## config.mk

```make
export PLATFORM = sky130hd
export DESIGN_NAME = led_slot_chaser_flat
export DESIGN_NICKNAME = d
export VERILOG_FILES = /design/src/rtl/led_slot_chaser_pkg.sv /design/src/rtl/led_slot_chaser_if.sv /design/src/rtl/led_slot_chaser_slot_decode.sv /design/src/rtl/led_slot_chaser.sv /design/src/flat_wrapper.sv
export SDC_FILE = /design/constraint.sdc
export NUM_CORES = 1
export LEC_CHECK = 0
export CORE_UTILIZATION = 30
export CTS_BUF_LIST = sky130_fd_sc_hd__clkbuf_4
export CTS_CLUSTER_DIAMETER = 50
export DETAILED_ROUTE_END_ITERATION = 12
export PLACE_DENSITY_LB_ADDON = 0.12
export SETUP_SLACK_MARGIN = 0.1
export SLEW_MARGIN = 20
export SYNTH_ARGS = -nofsm -noshare
export SYNTH_HDL_FRONTEND = slang
export SYNTH_SLANG_ARGS = --single-unit
```

## constraint.sdc

```tcl
create_clock -name CLK -period 1.78 [get_ports CLK]
set_input_delay 0.534 -clock CLK [delete_from_list [all_inputs] [get_ports CLK]]
set_output_delay 0.534 -clock CLK [all_outputs]
set_load 0.02 [all_outputs]
```

## src/rtl/led_slot_chaser_pkg.sv

```systemverilog
// Shared constants and helpers for the time-slotted LED chaser.
// Period defaults cover simulation (short) and the 50 MHz board build (1 s).
package led_pkg;

    localparam int LED_PERIOD_SIM = 400;
    localparam int LED_PERIOD_HW  = 50_000_000;
    localparam int LED_NUM_SLOTS  = 4;
    localparam int LED_NUM_LEDS   = 3;

    // A one-cycle period still needs a 1-bit counter.
    function automatic int led_cnt_width(input int period);
        return (period > 1) ? $clog2(period) : 1;
    endfunction

endpackage

```

## src/rtl/led_slot_chaser_if.sv

```systemverilog
// LED drive bundle between the chaser (master) and the board pins or a bench (slave).
interface led_slot_chaser_if #(
    parameter int NUM_LEDS = 3
);

    logic [NUM_LEDS-1:0] LED_Out;

    modport master (output LED_Out);
    modport slave  (input  LED_Out);

endinterface

```

## src/rtl/led_slot_chaser_slot_decode.sv

```systemverilog
// One LED: a registered window compare of the shared period count.
// The output is high while the previous-cycle count lies in [SLOT_INDEX*SLOT_LEN, (SLOT_INDEX+1)*SLOT_LEN).
module led_slot_decode #(
    parameter int SLOT_INDEX = 0,
    parameter int SLOT_LEN   = 100,
    parameter int CNT_W      = 9
) (
    input  logic             CLK,
    input  logic             RST_n,
    input  logic [CNT_W-1:0] count,
    output logic             LED_Out
);

    localparam int LO = SLOT_INDEX * SLOT_LEN;
    localparam int HI = LO + SLOT_LEN;

    logic [31:0] w_count_ext;
    logic        w_in_slot;
    logic        r_led;

    assign w_count_ext = 32'(count);

    // Slot 0 has no lower bound; leaving it out avoids an always-true compare.
    generate
        if (SLOT_INDEX == 0) begin : g_first_slot
            assign w_in_slot = (w_count_ext < 32'(HI));
        end else begin : g_later_slot
            assign w_in_slot = (w_count_ext >= 32'(LO)) && (w_count_ext < 32'(HI));
        end
    endgenerate

    // NOTE: state is written with <= so every flop samples pre-edge values, giving the one-cycle count-to-LED latency.
    always_ff @(posedge CLK) begin
        if (RST_n) begin
            r_led <= 1'b0;
        end else begin
            r_led <= w_in_slot;
        end
    end

    assign LED_Out = r_led;

endmodule

```

## src/rtl/led_slot_chaser.sv

```systemverilog
// Time-slotted LED sequencer: one free-running period counter shared by all LEDs.
// RST_n is synchronous and active-high despite its name.
module led_slot_chaser
    import led_pkg::*;
#(
    parameter int PERIOD_CYCLES = LED_PERIOD_SIM,
    parameter int NUM_SLOTS     = LED_NUM_SLOTS,
    parameter int NUM_LEDS      = LED_NUM_LEDS
) (
    input  logic              CLK,
    input  logic              RST_n,
    led_slot_chaser_if.master led_bus
);

    localparam int SLOT_LEN = PERIOD_CYCLES / NUM_SLOTS;
    localparam int CNT_W    = led_cnt_width(PERIOD_CYCLES);
    localparam logic [CNT_W-1:0] CNT_LAST = CNT_W'(PERIOD_CYCLES - 1);

    generate
        if (PERIOD_CYCLES % NUM_SLOTS != 0) begin : g_bad_div
            $fatal(1, "PERIOD_CYCLES must be a multiple of NUM_SLOTS");
        end
        if (NUM_LEDS > NUM_SLOTS) begin : g_bad_leds
            $fatal(1, "NUM_LEDS must not exceed NUM_SLOTS");
        end
        if (PERIOD_CYCLES < NUM_SLOTS) begin : g_bad_period
            $fatal(1, "PERIOD_CYCLES must be at least NUM_SLOTS");
        end
    endgenerate

    logic [CNT_W-1:0]    r_count;
    logic [NUM_LEDS-1:0] w_led;

    always_ff @(posedge CLK) begin
        if (RST_n) begin
            r_count <= '0;
        end else if (r_count == CNT_LAST) begin
            r_count <= '0;
        end else begin
            r_count <= r_count + CNT_W'(1);
        end
    end

    generate
        for (genvar i = 0; i < NUM_LEDS; i++) begin : g_slot
            led_slot_decode #(
                .SLOT_INDEX (i),
                .SLOT_LEN   (SLOT_LEN),
                .CNT_W      (CNT_W)
            ) u_decode (
                .CLK     (CLK),
                .RST_n   (RST_n),
                .count   (r_count),
                .LED_Out (w_led[i])
            );
        end
    endgenerate

    assign led_bus.LED_Out = w_led;

endmodule

```

## src/flat_wrapper.sv

```systemverilog
// flat-port wrapper written by rule: the top's interface ports become plain ports
module led_slot_chaser_flat import led_pkg::*;
#(
    parameter int PERIOD_CYCLES = LED_PERIOD_SIM,
    parameter int NUM_SLOTS     = LED_NUM_SLOTS,
    parameter int NUM_LEDS      = LED_NUM_LEDS
)
  (CLK, RST_n, led_bus_LED_Out);
  led_slot_chaser_if #(.NUM_LEDS(NUM_LEDS)) led_bus_i ();
  input  logic CLK;
  input  logic RST_n;
  output wire logic [$bits(led_bus_i.LED_Out)-1:0] led_bus_LED_Out;
  assign led_bus_LED_Out = led_bus_i.LED_Out;
  led_slot_chaser #(.PERIOD_CYCLES(PERIOD_CYCLES), .NUM_SLOTS(NUM_SLOTS), .NUM_LEDS(NUM_LEDS)) u_core (.CLK(CLK), .RST_n(RST_n), .led_bus(led_bus_i));
endmodule
```

## Word level (Yosys, flattened, before mapping)

Cells that the tools add are included.

| operators by class | value |
|---|---|
| add/subtract/negate cells | 1 |
| order comparisons | 5 |
| equality and inequality tests | 1 |
| reductions and logical operators | 3 |

Operators with widths:

| cell | count |
|---|---|
| adder 9 x 1 -> 9 bit (second input constant) | 1 |
| equality test 9 bit (second input constant) | 1 |
| >= comparator 9 x 7 -> 1 bit (second input constant) | 1 |
| >= comparator 9 x 8 -> 1 bit (second input constant) | 1 |
| less-than comparator 9 x 7 -> 1 bit (second input constant) | 1 |
| less-than comparator 9 x 8 -> 1 bit (second input constant) | 1 |
| less-than comparator 9 bit (second input constant) | 1 |
| logical AND 1 bit | 2 |
| OR reduction 2 bit | 1 |

| storage, ports and cells | value |
|---|---|
| bits in registers | 12 |
| bits of input ports | 2 |
| logic and storage cells | 14 |

## Logic depth before layout (Yosys ltp)

Gate-level depths: netlist (run 1).

| logic depth | value |
|---|---|
| depth after elaboration | 2 |
| gate-level depth with buffers | 4 |
| gate-level depth less buffers | 4 |

## By module

A second synthesis (run 1) with hierarchy kept.

| unflattened totals | value |
|---|---|
| cell total of the unflattened synthesis | 69 |
| area, all modules | 591.8 um^2 |

Modules (own cells, without submodules):

| module | instances | cells each | area an instance (um^2) |
|---|---|---|---|
| led_slot_chaser | 1 | 52 | 436.7 |
| led_slot_decode at u_core.g_slot[2].u_decode | 1 | 9 | 60.1 |
| led_slot_decode at u_core.g_slot[1].u_decode | 1 | 5 | 52.6 |
| led_slot_decode at u_core.g_slot[0].u_decode | 1 | 3 | 42.5 |

## Worst setup path after synthesis (run 1)

Ideal clock, no wire load.

| timing | value |
|---|---|
| kind | register to register |
| start | reg u_core.r_count[0] |
| end | reg u_core.r_count[8] |
| setup time | 103 ps |
| arrival | 1220 ps |
| path slack | 457 ps |
| cell stages (with the launch flop) | 5 |
| clock period less this slack | 1323 ps |
| cells stage by stage | dfxtp_1 > ha_1 > and4_2 > a31oi_1 > a2111oi_2 |

| between the ends | value |
|---|---|
| word-level cells in the longest chain between the ends | 2 |
| elaborated cells between the ends (all ways) | 3 |

Ends and longest elaborated chain:

| item | line | text |
|---|---|---|
| start, declared | led_slot_chaser.sv:31 | `logic [CNT_W-1:0] r_count;` |
| start signal, assigned | led_slot_chaser.sv:40 | `r_count <= r_count + CNT_W'(1);` |
| branches (longest 2 deep; another with adder 9 x 1 -> 9 bit) | n/a |  |

Parallel ways; which one is timed is not known.
A chain may end at the register's enable or synchronous reset.

## Worst setup path in the final report (run 1)

Ends and elaborated chain as after synthesis.

==> results of run 1 <==
[routing by layer]
| metal | part of all wire [%] | GRT usage [%] |
|---|---|---|
| met1 | 51 | 14.1 |
| met2 | 46 | 16.9 |
| met3 | 3.7 | 3.57 |
| met4 | 0 | 3.53 |
| met5 | 0 | 0 |
[flip-flops by register name, summed over array words and instances, names as in the netlist]
register	cells
u_core.g_slot.u_decode.LED_Out	3
u_core.r_count	9
[logic make-up after synthesis]
logic type,synth area share [%]
buffers and inverters,7.58
adder cells (fa/ha/maj),2.16
AO/OA/AOI/OAI,20.6
AND/OR/NAND/NOR,25.1
flip-flops,41.6
XOR/XNOR,3.03
[placed cells by master (no fill, tap or decap), types with 2 or more instances in the layout]
cell type and count:
sky130_fd_sc_hd__a21oi_1 5, sky130_fd_sc_hd__a31oi_1 2, sky130_fd_sc_hd__clkbuf_4 3, sky130_fd_sc_hd__dfxtp_1 12, sky130_fd_sc_hd__dlygate4sd2_1 3, sky130_fd_sc_hd__inv_1 2, sky130_fd_sc_hd__nand2_1 6, sky130_fd_sc_hd__nor2_1 7
sky130_fd_sc_hd__o21ai_0 2, sky130_fd_sc_hd__o31ai_1 2, sky130_fd_sc_hd__or3_1 2
[cell type report]
cell class,count,area [um2]
clock buffer,3,22.5
multi-input combinational,45,294
fill,196,1130
tap,25,31.3
timing repair buffer,4,36.3
inverter,2,7.51
sequential,12,240
[through the flow]
stage / setup WS (ns) / instance area (um2) / util, %
after global routing: 0.201 / 632 / 35.8
after CTS: 0.312 / 632 / 35.8
final: 0.317 / 632 / 35.8
after global placement: 0.220 / 613 / 34.8
after floorplan: 0.457 / 578 / -
after detailed placement: 0.189 / 613 / 34.8
[report_power, final]
group | leakage, nW | switching (mW) | internal [mW]
Clock | 0.0138 | 0.0821 | 0.0780
Sequential | 0.0977 | 0.00870 | 0.275
Combinational | 0.0985 | 0.0128 | 0.0111
[critical path, delay by kind of cell, from the launching register on]
family / cells / cell delay, ns
adder cells (fa/ha/maj): 1 / 0.27
AND/OR/NAND/NOR: 1 / 0.26
flip-flops: 1 / 0.40
AO/OA/AOI/OAI: 2 / 0.43
[timing repair]
item / CTS / global route
hold endpoints to repair: 0 / 0
hold buffers: 0 / 0
resized for setup: 3 / 0
setup endpoints to repair: 3 / 0
[how the worst min path moves through the flow]
stage                                       startpoint                            to  slack (ns)  depth (start not counted)
after floorplan           u_core.r_count[0]$_SDFF_PP0_  u_core.r_count[0]$_SDFF_PP0_        0.45                          1
after global placement    u_core.r_count[0]$_SDFF_PP0_  u_core.r_count[0]$_SDFF_PP0_        0.48                          1
after detailed placement  u_core.r_count[0]$_SDFF_PP0_  u_core.r_count[0]$_SDFF_PP0_        0.47                          1
after CTS                 u_core.r_count[0]$_SDFF_PP0_  u_core.r_count[0]$_SDFF_PP0_        0.49                          1
after global routing      u_core.r_count[0]$_SDFF_PP0_  u_core.r_count[0]$_SDFF_PP0_        0.54                          1
final                     u_core.r_count[0]$_SDFF_PP0_  u_core.r_count[0]$_SDFF_PP0_        0.48                          1
==> impl_metrics.sql, run 1 <==
INSERT INTO impl_metrics (metric_group, metric, value, unit) VALUES
('status', 'run_status', 'finished, final reports clean', ''),
('placement', 'port_buffers', '4', ''),
('yosys', 'synth_largest_type_area_fraction', '41.6', '%'),
('floorplan', 'die_height', '45.9', 'um'),
('critical_path', 'cp-start-kind', 'register', ''),
('floorplan', 'design.core.area', '1760', 'um2'),
('clock_network', 'cts_inserted_buffers', '3', ''),
('yosys', 'netlist-cell-type-count', '31', ''),
('cells_and_area', 'num_antenna_cells', '0', ''),
('yosys', 'yosysWarnings', '0', ''),
('yosys', 'synth_seq_area_share', '41.6', '%'),
('sta', 'max_clock_freq', '0.683', 'GHz'),
('critical_path', 'cp_slowest_stage_delay', '0.40', 'ns'),
('yosys', 'cell_types_occupying_the_most_area_after_synthesis', 'sky130_fd_sc_hd__dfxtp_1, sky130_fd_sc_hd__nor2_1, sky130_fd_sc_hd__a21oi_1', ''),
('clock_network', 'tritoncts', 'built', ''),
('cells_and_area', 'syn_to_final_growth', '9.31', '%'),
('critical_path', 'worstRegToRegCells', '4', ''),
('critical_path', 'rrSetupSlack', '0.32', 'ns'),
('sta', 'hold_worst_slack', '0.483', 'ns'),
('floorplan', 'rows', '15', ''),
('critical_path', 'critical_path_peak_fanout', '4', ''),
('yosys', 'netlist_area_before_placement', '578', 'um2'),
('placement', 'placed_cells', '88', ''),
('yosys', 'synthesis.area_per_instance', '8.89', 'um2'),
('yosys', 'postSynthRegisterBits', '12', ''),
('grt', 'first_global_vias', '400', ''),
('floorplan', 'start_util', '32.8', '%'),
('power_and_ir_drop', 'p_leak', '0.210', 'nW'),
('sta', 'timing_worst_slew_pin_value', '0.414', 'ns'),
('critical_path', 'critPathLaunch', 'u_core.r_count[0]$_SDFF_PP0_', ''),
('cells_and_area', 'numnets_final', '71', ''),
('yosys', 'netlist_top_cells_count', 'sky130_fd_sc_hd__dfxtp_1, sky130_fd_sc_hd__nor2_1, sky130_fd_sc_hd__nand2_1', ''),
('critical_path', 'critical_path.endpoint', 'u_core.r_count[8]$_SDFF_PP0_', ''),
('power_and_ir_drop', 'max-vdd-ir-drop', '0.000358', 'V'),
('placement', 'post-dp-hpwl', '719', 'um'),
('clock_network', 'path_clk_slew', '0.07', 'ns'),
('yosys', 'synth_edf_count', '0', ''),
('clock_network', 'postCtsSetupRepairBufs', '0', ''),
('sta', 'tns', '0', 'ns'),
('cells_and_area', 'fin_cells', '91', ''),
('grt', 'maximum_number_of_pins_on_one_net_before_global_route_repair', '12', ''),
('sta', 'clock_skew', '0.00169', 'ns'),
('min_path', 'worst_hold_path_type', 'register to register', ''),
('clock_network', 'numClockSinks', '12', ''),
('sta', 'slew-limit-headroom', '72.0', '%'),
('critical_path', 'cp.arrival', '1.63', 'ns'),
('clock_network', 'cts_htree_levels', '1', ''),
('grt', 'grt_util_all_layers', '10.9', '%'),
('sta', 'finalHoldViolations', '0', ''),
('routing', 'via_count', '465', ''),
('power_and_ir_drop', 'total_power', '0.468', 'mW'),
('clock_network', 'clock_tree.root_cell', 'sky130_fd_sc_hd__clkbuf_4', ''),
('yosys', 'netlist.top_cell.by_area', 'sky130_fd_sc_hd__dfxtp_1', ''),
('critical_path', 'crit_path_end_kind', 'register', ''),
('clock_network', 'clkLatencyLatePin', '0.26', 'ns'),
('floorplan', 'die_width', '45.9', 'um'),
('yosys', 'yosysMostFrequentCell', 'sky130_fd_sc_hd__dfxtp_1', ''),
('grt', 'globalRouteOverflowTotal', '0', ''),
('sta', 'final_max_slew_violation_count', '0', ''),
('routing', 'route.detailed.wl_per_inst', '10.6', 'um'),
('clock_network', 'clk_path_buf_depth', '2', ''),
('sta', 'fin_crit', '1.46', 'ns'),
('sta', 'unrepaired_setup_endpoints_after_global_routing', 'false', ''),
('cells_and_area', 'drive_gt1_share', '15.2', '%'),
('routing', 'post_drt_via_cell_ratio', '5.11', ''),
('grt', 'grt_pass1_wl', '1.65', 'mm'),
('critical_path', 'cp_cell_sequence', 'ha_1 > and4_2 > a31oi_1 > a2111oi_2', ''),
('yosys', 'syn_nets', '68', ''),
('critical_path', 'timing.critical_path.slowest_stage_cell', 'sky130_fd_sc_hd__dfxtp_1', ''),
('floorplan', 'boundaryPins', '5', ''),
('routing', 'drt_iter0_drc', '7', '');
No activity file was read; power rests on OpenSTA's default activity.
==> run 2: changes to the inputs <==
==> constraint.sdc (replaced) <==
create_clock -name CLK -period 1.32 [get_ports CLK]
set_input_delay 0.396 -clock CLK [delete_from_list [all_inputs] [get_ports CLK]]
set_output_delay 0.396 -clock CLK [all_outputs]
set_load 0.02 [all_outputs]
==> run 2 against run 1 <==
  * Sequential share of layout area decreased by 3.8 points
  * Sequential power rose by 34%
  * Flip-flop and latch count did not move
  * Cell count grew 12%
  * Design area is 21% higher
==> impl_metrics.sql, run 2 (same netlist as run 1, synthesis figures left out) <==
INSERT INTO impl_metrics (metric_group, metric, value, unit) VALUES
('cells_and_area', 'utilization', '43.5', '%'),
('min_path', 'min_delay_worst_endpoint', 'u_core.r_count[0]$_SDFF_PP0_', ''),
('critical_path', 'timing.setup.critical_path_class', 'register to register', ''),
('critical_path', 'crit_path_end_kind', 'register', ''),
('critical_path', 'regToRegStartpoint', 'u_core.r_count[2]$_SDFF_PP0_', ''),
('power_and_ir_drop', 'cellPowerDensity', '893', 'nW/um2'),
('floorplan', 'fp.dieArea', '2110', 'um2'),
('cells_and_area', 'largest_reg_flops', '9', ''),
('sta', 'fin_crit', '1.22', 'ns'),
('cells_and_area', 'fillerInstances', '193', ''),
('placement', 'dpl_cell_area', '687', 'um2'),
('clock_network', 'tritoncts', 'built', ''),
('sta', 'max_clock_freq', '0.821', 'GHz'),
('grt', 'globalRouteOverflowTotal', '0', ''),
('sta', 'slew-limit-headroom', '72.1', '%'),
('clock_network', 'numClockSinks', '12', ''),
('power_and_ir_drop', 'max-vdd-ir-drop', '0.000572', 'V'),
('grt', 'maximum_number_of_pins_on_one_net_before_global_route_repair', '10', ''),
('sta', 'worst_slack', '0.102', 'ns'),
('routing', 'drc', '0', ''),
('floorplan', 'die_height', '45.9', 'um'),
('clock_network', 'clk_path_buf_depth', '2', ''),
('critical_path', 'worstRegToRegCells', '3', ''),
('cells_and_area', 'fin_cells', '102', ''),
('cells_and_area', 'layout.cell_area.non_filler', '767', 'um2'),
('critical_path', 'cp.arrival', '1.42', 'ns'),
('floorplan', 'boundaryPins', '5', ''),
('placement', 'finalWeightedCongestion', '0.731', ''),
('sta', 'hold_worst_slack', '0.458', 'ns'),
('job', 'drv.max_cap_violation_count', '0', ''),
('power_and_ir_drop', 'p_leak', '0.263', 'nW'),
('cells_and_area', 'top_register', 'u_core.r_count', ''),
('power_and_ir_drop', 'total_power', '0.685', 'mW'),
('floorplan', 'rows', '15', ''),
('sta', 'timing_worst_slew_pin_value', '0.413', 'ns'),
('critical_path', 'worstPathRequired', '1.52', 'ns'),
('placement', 'place_worst_setup_slack', '-0.0375', 'ns'),
('critical_path', 'cp-start-kind', 'register', ''),
('sta', 'finalHoldViolations', '0', ''),
('cells_and_area', 'syn_to_final_growth', '32.7', '%'),
('floorplan', 'design.core.area', '1760', 'um2'),
('floorplan', 'start_util', '32.8', '%'),
('routing', 'postRouteWirelength', '1.17', 'mm'),
('routing', 'ant_nets', '0', ''),
('sta', 'clock_skew', '0.00590', 'ns'),
('placement', 'placed_cells', '95', ''),
('routing', 'post_drt_via_cell_ratio', '4.79', ''),
('status', 'run_status', 'finished, final reports clean', ''),
('critical_path', 'timing.rr.end', 'u_core.r_count[7]$_SDFF_PP0_', ''),
('clock_network', 'clkLatencyLatePin', '0.27', 'ns'),
('routing', 'drt_iter0_drc', '3', ''),
('floorplan', 'die_width', '45.9', 'um'),
('min_path', 'holdCritStartpoint', 'u_core.r_count[0]$_SDFF_PP0_', ''),
('cells_and_area', 'numnets_final', '81', ''),
('critical_path', 'critical_path_peak_fanout', '6', ''),
('clock_network', 'cts_htree_levels', '1', ''),
('sta', 'final_cycle_utilization_of_the_critical_path', '92.3', '%'),
('cells_and_area', 'num_antenna_cells', '0', ''),
('routing', 'via_count', '489', ''),
('clock_network', 'path_clk_slew', '0.08', 'ns'),
('clock_network', 'clock_tree.root_cell', 'sky130_fd_sc_hd__clkbuf_4', ''),
('clock_network', 'holdBufCountCts', '0', ''),
('grt', 'antenna_violations_before_repair', '0', ''),
('critical_path', 'rrSetupSlack', '0.10', 'ns'),
('cells_and_area', 'layout.cells.most_common', 'sky130_fd_sc_hd__buf_4', ''),
('grt', 'first_global_vias', '434', ''),
('min_path', 'worst_hold_path_type', 'register to register', ''),
('sta', 'tns', '0', 'ns'),
('cells_and_area', 'drive_gt1_share', '49.4', '%'),
('cells_and_area', 'layout_common_cells', 'sky130_fd_sc_hd__buf_4, sky130_fd_sc_hd__nor2_1, sky130_fd_sc_hd__nand2_1, sky130_fd_sc_hd__dfxtp_4', ''),
('sta', 'final_max_slew_violation_count', '0', ''),
('grt', 'grt_pass1_wl', '1.85', 'mm'),
('placement', 'post-dp-hpwl', '779', 'um'),
('placement', 'port_buffers', '4', ''),
('min_path', 'worst_hold_path.num_cells', '1', ''),
('sta', 'finalSetupViolations', '0', ''),
('grt', 'grt_util_all_layers', '12.7', '%'),
('routing', 'dr.pass1.iters', '2', ''),
('routing', 'route.detailed.wl_per_inst', '11.4', 'um'),
('sta', 'unrepaired_setup_endpoints_after_global_routing', 'true', ''),
('clock_network', 'cts_inserted_buffers', '3', '');
## run 2: cell types whose count changed in the layout (fill, tap and decap cells not counted), sizes merged
cell	before	now
buf	0	12
dlygate4sd2	3	0
clkbuf	3	5
## run 2: power breakdown
group | internal, mW | switching, mW
logic | 0.0253 | 0.0213
clock network | 0.138 | 0.120
registers | 0.367 | 0.0140
total | 0.530 | 0.155
## run 2: repair_timing
| item | in CTS | in global routing |
|---|---|---|
| setup endpoints to repair | 10 | 7 |
| buffers inserted | 1 | 2 |
| pin swaps | 3 | 3 |
| gates resized for setup | 18 | 7 |
## run 2: worst max path at each step
stage                                                       startpoint                           end  slack, ns  cells after the start
after detailed placement                                         RST_n  u_core.r_count[3]$_SDFF_PP0_      -0.04                      3
final                                     u_core.r_count[2]$_SDFF_PP0_  u_core.r_count[7]$_SDFF_PP0_       0.10                      3
after CTS                 u_core.g_slot[2].u_decode.LED_Out$_SDFF_PP0_            led_bus_LED_Out[2]       0.04                      1
after global placement                                           RST_n  u_core.r_count[8]$_SDFF_PP0_      -0.01                      3
after floorplan                           u_core.r_count[1]$_SDFF_PP0_  u_core.r_count[8]$_SDFF_PP0_       0.11                      4
after global routing                      u_core.r_count[0]$_SDFF_PP0_  u_core.r_count[8]$_SDFF_PP0_      0.002                      4
## run 2: final cells by class
cell class / count / area, um2 / area share, %
Clock buffer: 4 / 30.0 / 3.92
Sequential cell: 12 / 263 / 34.3
Multi-Input combinational cell: 45 / 335 / 43.7
Tap cell: 25 / 31.3 / 4.08
Inverter: 2 / 7.51 / 0.979
Timing Repair Buffer: 14 / 100 / 13.1
## run 2: routing by layer
metal	wire length, um	GRT usage (%)	vias up
met5	0	0	-
met4	13	5.29	0
met2	593	20.6	6
met1	520	14.1	227
li1	-	-	254
met3	38	5.95	2
## run 2: worst max-delay path: stages, from the launching register on
cell and delay (ns):
sky130_fd_sc_hd__dfxtp_4 0.40, sky130_fd_sc_hd__nand3_4 0.10, sky130_fd_sc_hd__or4_4 0.52, sky130_fd_sc_hd__a21oi_2 0.14
